[config.mk]
export PLATFORM = sky130hd
export DESIGN_NAME = fifo2_wr_arb_flat
export DESIGN_NICKNAME = d
export VERILOG_FILES = /design/src/rtl/fifo2_wr_arb_if.sv /design/src/rtl/fifo2_wr_arb.sv /design/src/flat_wrapper.sv
export SDC_FILE = /design/constraint.sdc
export NUM_CORES = 1
export LEC_CHECK = 0
export CAP_MARGIN = 15
export CORE_MARGIN = 2
export CORE_UTILIZATION = 37
export CTS_CLUSTER_DIAMETER = 100
export DETAILED_ROUTE_END_ITERATION = 16
export PLACE_DENSITY = 0.95
export SLEW_MARGIN = 30
export SYNTH_ARGS = -nofsm -noshare
export SYNTH_HDL_FRONTEND = slang
export SYNTH_SLANG_ARGS = --single-unit
[constraint.sdc]
create_clock -name wclk -period 3.2 [get_ports wclk]
set_input_delay 0.64 -clock wclk [delete_from_list [all_inputs] [get_ports wclk]]
set_output_delay 0.64 -clock wclk [all_outputs]
set_load 0.05 [all_outputs]
[src/rtl/fifo2_wr_arb_if.sv]
// Write-side bundle between the requesters, the arbiter and the FIFO write port.
// The master modport is the environment (requesters plus FIFO); the slave modport is the arbiter.
interface fifo2_wr_arb_if #(
  parameter int NREQ  = 4,
  parameter int DSIZE = 8
);
  logic [NREQ-1:0]         req_valid;
  logic [NREQ*DSIZE-1:0]   req_data;
  logic [NREQ-1:0]         req_last;
  logic [NREQ-1:0]         req_ready;
  logic                    wfull;
  logic [DSIZE-1:0]        fifo_wdata;
  logic                    fifo_winc;
  logic                    busy;
  logic [$clog2(NREQ)-1:0] owner;

  modport master (
    output req_valid, req_data, req_last, wfull,
    input  req_ready, fifo_wdata, fifo_winc, busy, owner
  );

  modport slave (
    input  req_valid, req_data, req_last, wfull,
    output req_ready, fifo_wdata, fifo_winc, busy, owner
  );
endinterface

[src/rtl/fifo2_wr_arb.sv]
// Round-robin, burst-locking arbiter that shares the async FIFO write port between NREQ requesters.
// Lives entirely in the write clock domain; wfull gates every beat combinationally.
module fifo2_wr_arb #(
  parameter int NREQ     = 4,
  parameter int DSIZE    = 8,
  parameter int MAXBURST = 4
) (
  input  logic          wclk,
  input  logic          wrst_n,
  fifo2_wr_arb_if.slave bus
);
  localparam int OW = $clog2(NREQ);
  localparam int CW = $clog2(MAXBURST + 1);
  localparam logic [CW-1:0] CNT_LAST = CW'(MAXBURST - 1);

  typedef enum logic {IDLE = 1'b0, BURST = 1'b1} state_t;

  state_t        state;
  logic [OW-1:0] owner_q;
  logic [OW-1:0] rr_ptr;
  logic [OW-1:0] next_ptr;
  logic [OW-1:0] pick;
  logic [OW:0]   idx;
  logic [CW-1:0] beat_cnt;
  logic          busy_q;
  logic          any_valid;
  logic          xfer;
  logic          burst_end;

  // Scan downward so the requester closest to rr_ptr (in wrap order) is the last to overwrite pick.
  always_comb begin
    pick = rr_ptr;
    idx  = '0;
    for (int k = NREQ - 1; k >= 0; k--) begin
      idx = {1'b0, rr_ptr} + (OW+1)'(k);
      if (idx >= (OW+1)'(NREQ)) idx = idx - (OW+1)'(NREQ);
      if (bus.req_valid[idx[OW-1:0]]) pick = idx[OW-1:0];
    end
  end

  assign any_valid = |bus.req_valid;
  assign xfer      = (state == BURST) && bus.req_valid[owner_q] && !bus.wfull;
  assign burst_end = xfer && (bus.req_last[owner_q] || (beat_cnt == CNT_LAST));
  assign next_ptr  = (owner_q == OW'(NREQ - 1)) ? '0 : owner_q + 1'b1;

  always_comb begin
    bus.req_ready = '0;
    if (state == BURST) bus.req_ready[owner_q] = !bus.wfull;
  end

  assign bus.fifo_winc  = xfer;
  assign bus.fifo_wdata = bus.req_data[int'(owner_q) * DSIZE +: DSIZE];
  assign bus.busy       = busy_q;
  assign bus.owner      = owner_q;

  always_ff @(posedge wclk or negedge wrst_n) begin
    if (!wrst_n) begin
      state    <= IDLE;
      rr_ptr   <= '0;
      owner_q  <= '0;
      beat_cnt <= '0;
      busy_q   <= 1'b0;
    end else begin
      case (state)
        IDLE: begin
          if (any_valid) begin
            owner_q  <= pick;
            beat_cnt <= '0;
            state    <= BURST;
            busy_q   <= 1'b1;
          end
        end
        BURST: begin
          if (xfer) beat_cnt <= beat_cnt + 1'b1;
          // A stalled last beat (wfull or owner not valid) keeps the lock.
          if (burst_end) begin
            state  <= IDLE;
            busy_q <= 1'b0;
            rr_ptr <= next_ptr;
          end
        end
      endcase
    end
  end
endmodule

[src/flat_wrapper.sv]
// flat-port wrapper written by rule: the top's interface ports become plain ports
module fifo2_wr_arb_flat 
#(
  parameter int NREQ     = 4,
  parameter int DSIZE    = 8,
  parameter int MAXBURST = 4
)
  (wclk, wrst_n, bus_req_valid, bus_req_data, bus_req_last, bus_wfull, bus_req_ready, bus_fifo_wdata, bus_fifo_winc, bus_busy, bus_owner);
  fifo2_wr_arb_if #(.NREQ(NREQ), .DSIZE(DSIZE)) bus_i ();
  input  logic wclk;
  input  logic wrst_n;
  input wire logic [$bits(bus_i.req_valid)-1:0] bus_req_valid;
  input wire logic [$bits(bus_i.req_data)-1:0] bus_req_data;
  input wire logic [$bits(bus_i.req_last)-1:0] bus_req_last;
  input wire logic [$bits(bus_i.wfull)-1:0] bus_wfull;
  output wire logic [$bits(bus_i.req_ready)-1:0] bus_req_ready;
  output wire logic [$bits(bus_i.fifo_wdata)-1:0] bus_fifo_wdata;
  output wire logic [$bits(bus_i.fifo_winc)-1:0] bus_fifo_winc;
  output wire logic [$bits(bus_i.busy)-1:0] bus_busy;
  output wire logic [$bits(bus_i.owner)-1:0] bus_owner;
  assign bus_i.req_valid = bus_req_valid;
  assign bus_i.req_data = bus_req_data;
  assign bus_i.req_last = bus_req_last;
  assign bus_i.wfull = bus_wfull;
  assign bus_req_ready = bus_i.req_ready;
  assign bus_fifo_wdata = bus_i.fifo_wdata;
  assign bus_fifo_winc = bus_i.fifo_winc;
  assign bus_busy = bus_i.busy;
  assign bus_owner = bus_i.owner;
  fifo2_wr_arb #(.NREQ(NREQ), .DSIZE(DSIZE), .MAXBURST(MAXBURST)) u_core (.wclk(wclk), .wrst_n(wrst_n), .bus(bus_i));
endmodule
==> qor.csv <==
stage,metric,value,unit
sta,Tcrit/Tclk final,90.8,%
placement,I/O Buffers,58,
yosys,instance count of the mapped netlist,78,
final_layout,area delta synth->final,75.2,%
clocking,total CTS buffers,3,
yosys,sequential area share after synthesis,27.2,%
detailed_routing,ANT nets after route,0,
sta,Setup Total Neg Slack,0,ps
sta,Final Critical Period,2910,ps
grt,grt total ovfl,0,
detailed_routing,final WL,2.49,mm
final_layout,Post-Layout Cell Count,166,
worst_hold_path,HP Class,flip-flop to flip-flop,
placement,Area after DPL,1430,um2
sta,max-slew violations,0,
clocking,CTS sink cnt,9,
pwr,Max VDD drop,0.000605,V
placement,DP Wirelength,2.08,mm
yosys,post-synthesis net count,127,
run,max_cap viols,0,
sta,Final Hold Fails,0,
yosys,post-synthesis simple-gate area fraction,15.7,%
die,Die Y-Extent,51.3,um
die,Initial Utilization,38.2,%
clocking,PostCTS Resize Cnt,0,
worst_setup_path,slowest CP cell,dfrtp_1,
sta,Clock Skew,4.44,ps
final_layout,multi-input logic area,571,um2
yosys,Main synth FF type,dfrtp_1,
clocking,postcts setup bufs,0,
yosys,Synth cell types,29,
pwr,pwr dens,847,nW/um2
final_layout,ANT cells,0,
yosys,area share of fa/ha/maj cells after synthesis,9.06,%
die,die area,2630,um2
clocking,H-tree depth,1,
die,die width,51.3,um
run_status,status,completed,
worst_setup_path,CP max FO,12,
final_layout,final core occ,66.9,%
die,row count,17,
detailed_routing,vias per cell,5.29,
grt,vias in the first global route,887,
yosys,post-synthesis mux area share,28.2,%
yosys,Synth Warn #,0,
clocking,clock slew at reported path FFs,50,ps
worst_setup_path,CP peak stage delay,720,ps
yosys,Post-synth EDFFs,0,
final_layout,design area,1450,um2
detailed_routing,residual DRC count,0,
detailed_routing,vias,878,
final_layout,"Net count, final",188,
die,Top Ports,59,
final_layout,layout filler cell count,163,
worst_setup_path,Worst Path Arrival,2270,ps
worst_setup_path,crit path kind,flip-flop to primary output,
grt,largest net degree at the start of global routing,17,
die,Core Region,2170,um2
yosys,fraction of the mapped netlist area in compound gates,15.9,%
clocking,clock latency at the later pin of the worst-skew pair,250,ps
sta,Worst-Margin Slew,605,ps
detailed_routing,Pre-antenna DRT Iters,4,
final_layout,share of layout cells above drive strength 1,16.7,%
sta,final setup fails,0,
worst_setup_path,crit start category,flip-flop,
yosys,largest family of logic cells by synthesized area,multiplexers,
clocking,CTS root buf,clkbuf_4,
grt,antenna violations before repair,0,
grt,Tot GR Track Use,20.0,%
sta,RSZ-0062 raised after global routing,no,
clocking,CTS tree,built,
worst_setup_path,worst path cell trace,mux4_2 -> clkdlybuf4s50_1,
sta,worst hold margin,493,ps
pwr,cell leakage power,0.600,nW
detailed_routing,Detailed Route Iter0 Violations,26,
worst_setup_path,crit path capture type,primary output,
yosys,post-synth top area share,27.2,%
yosys,Synth Area per Inst,10.6,um2
yosys,leading area contributor after synthesis,dfrtp_1,
placement,GP Congestion,0.751,
detailed_routing,WL/cell,15.0,um
sta,fmax,344,MHz
worst_setup_path,"Req. time, crit path",2560,ps
clocking,hold_buf cts,0,
yosys,mapped cell area,828,um2
grt,first-pass GRT wire length,3.90,mm
yosys,Yosys reg bits,9,
placement,Inst Count DP,162,
clocking,Max Root-Sink Buffers,2,
sta,Worst slew margin,59.6,%
yosys,post-synthesis async set-or-reset flop share,100,%
yosys,Synth area leaders,"dfrtp_1 27%, mux4_2 24%, ha_1 9.1%, o21ai_0 4.2%, and2_1 3.0%",
yosys,Synth Area in XOR/XNOR,0,%
final_layout,register area,225,um2
[cell usage after synthesis, drive strengths merged (2+ instances only)]
library cell and count:
inv 5, nand3 4, nor2b 3, o21ai 8
nor2 6, dfrtp 9, a21o 2, nand2 4
and2 4, ha 6, mux2i 2, buf 3
mux4 9
[power breakdown]
part / switching [mW] / leakage, nW / total [mW] / internal, mW
clock network: 0.0350 / 0.0150 / 0.0827 / 0.0477
registers: 0.0944 / 0.109 / 0.256 / 0.161
logic: 0.511 / 0.476 / 0.891 / 0.380
[metrics by stage]
stage          worst slack, ps  total power, mW
2_1_floorplan              692            0.858
3_3_place_gp               327             1.12
3_5_place_dp               313             1.15
6_report                   293             1.23
4_1_cts                    255             1.24
5_1_grt                    168             1.31
[path summary, 6_finish.rpt]
kind | depth (start not counted) | to | slack, ps | start
setup / recovery | 2 | bus_fifo_wdata[5] | 290 | u_core.bus.owner[0]
hold / removal | 1 | u_core.bus.busy | 490 | u_core.bus.busy
setup reg to reg | 5 | u_core.rr_ptr[1] | 1150 | u_core.bus.owner[0]
hold reg to reg | 1 | u_core.bus.busy | 490 | u_core.bus.busy
max in group asynchronous | 1 | u_core.bus.owner[0] | 2250 | wrst_n
min in group asynchronous | 1 | u_core.beat_cnt[2] | 670 | wrst_n
[placed cells by master, fill, tap and decap left out]
cell	n
a211o_1	1
a21o_1	2
a21oi_1	1
a221o_1	1
a221oi_1	1
a2bb2oi_1	1
a31oi_1	1
and2_1	4
and2b_2	1
buf_4	6
clkbuf_1	1
clkbuf_4	3
clkdlybuf4s50_1	53
dfrtp_1	9
ha_1	6
inv_1	5
mux2_1	1
mux2i_1	2
mux4_2	9
nand2_1	4
nand3_1	4
nor2_1	5
nor2_2	1
nor2b_1	3
nor3_1	1
nor4_1	1
o21ai_0	7
o21ai_2	1
o221ai_1	1
o41ai_2	1
or2_2	1
[worst max-delay path: cells and delay by family, from the launching register on]
kind / cells / cell delay [ps]
flip-flops: 1 / 720
multiplexers: 1 / 580
buffers and inverters: 1 / 710
[area by class of cell]
type                            count  share of cell area [%]
Clock buffer                        4                    1.81
Inverter                            5                    1.29
Multi-Input combinational cell     61                    39.3
Sequential cell                     9                    15.5
Tap cell                           28                    2.41
Timing Repair Buffer               59                    39.7
[state kept, by name, summed over array words and instances, names as in the netlist]
name              flops
u_core.bus.busy       1
u_core.rr_ptr         2
u_core.state          1
u_core.beat_cnt       3
u_core.bus.owner      2
[kinds of logic (layout without fill, tap and decap cells)]
logic type | count (synthesis) | after routing
flip-flops | 9 | 9
AND/OR/NAND/NOR | 25 | 25
multiplexers | 12 | 12
adder cells (fa/ha/maj) | 6 | 6
buffers and inverters | 8 | 68
AO/OA/AOI/OAI | 18 | 18
[layer usage]
| layer | share of wire (%) | track usage [%] | routed length, um |
|---|---|---|---|
| met1 | 34 | 19.9 | 857 |
| met2 | 52 | 37.2 | 1310 |
| met3 | 12 | 6.14 | 300 |
| met5 | 0 | 0 | 0 |
| met4 | 0.93 | 10.1 | 23 |
Power figures use the tool's default switching activity.
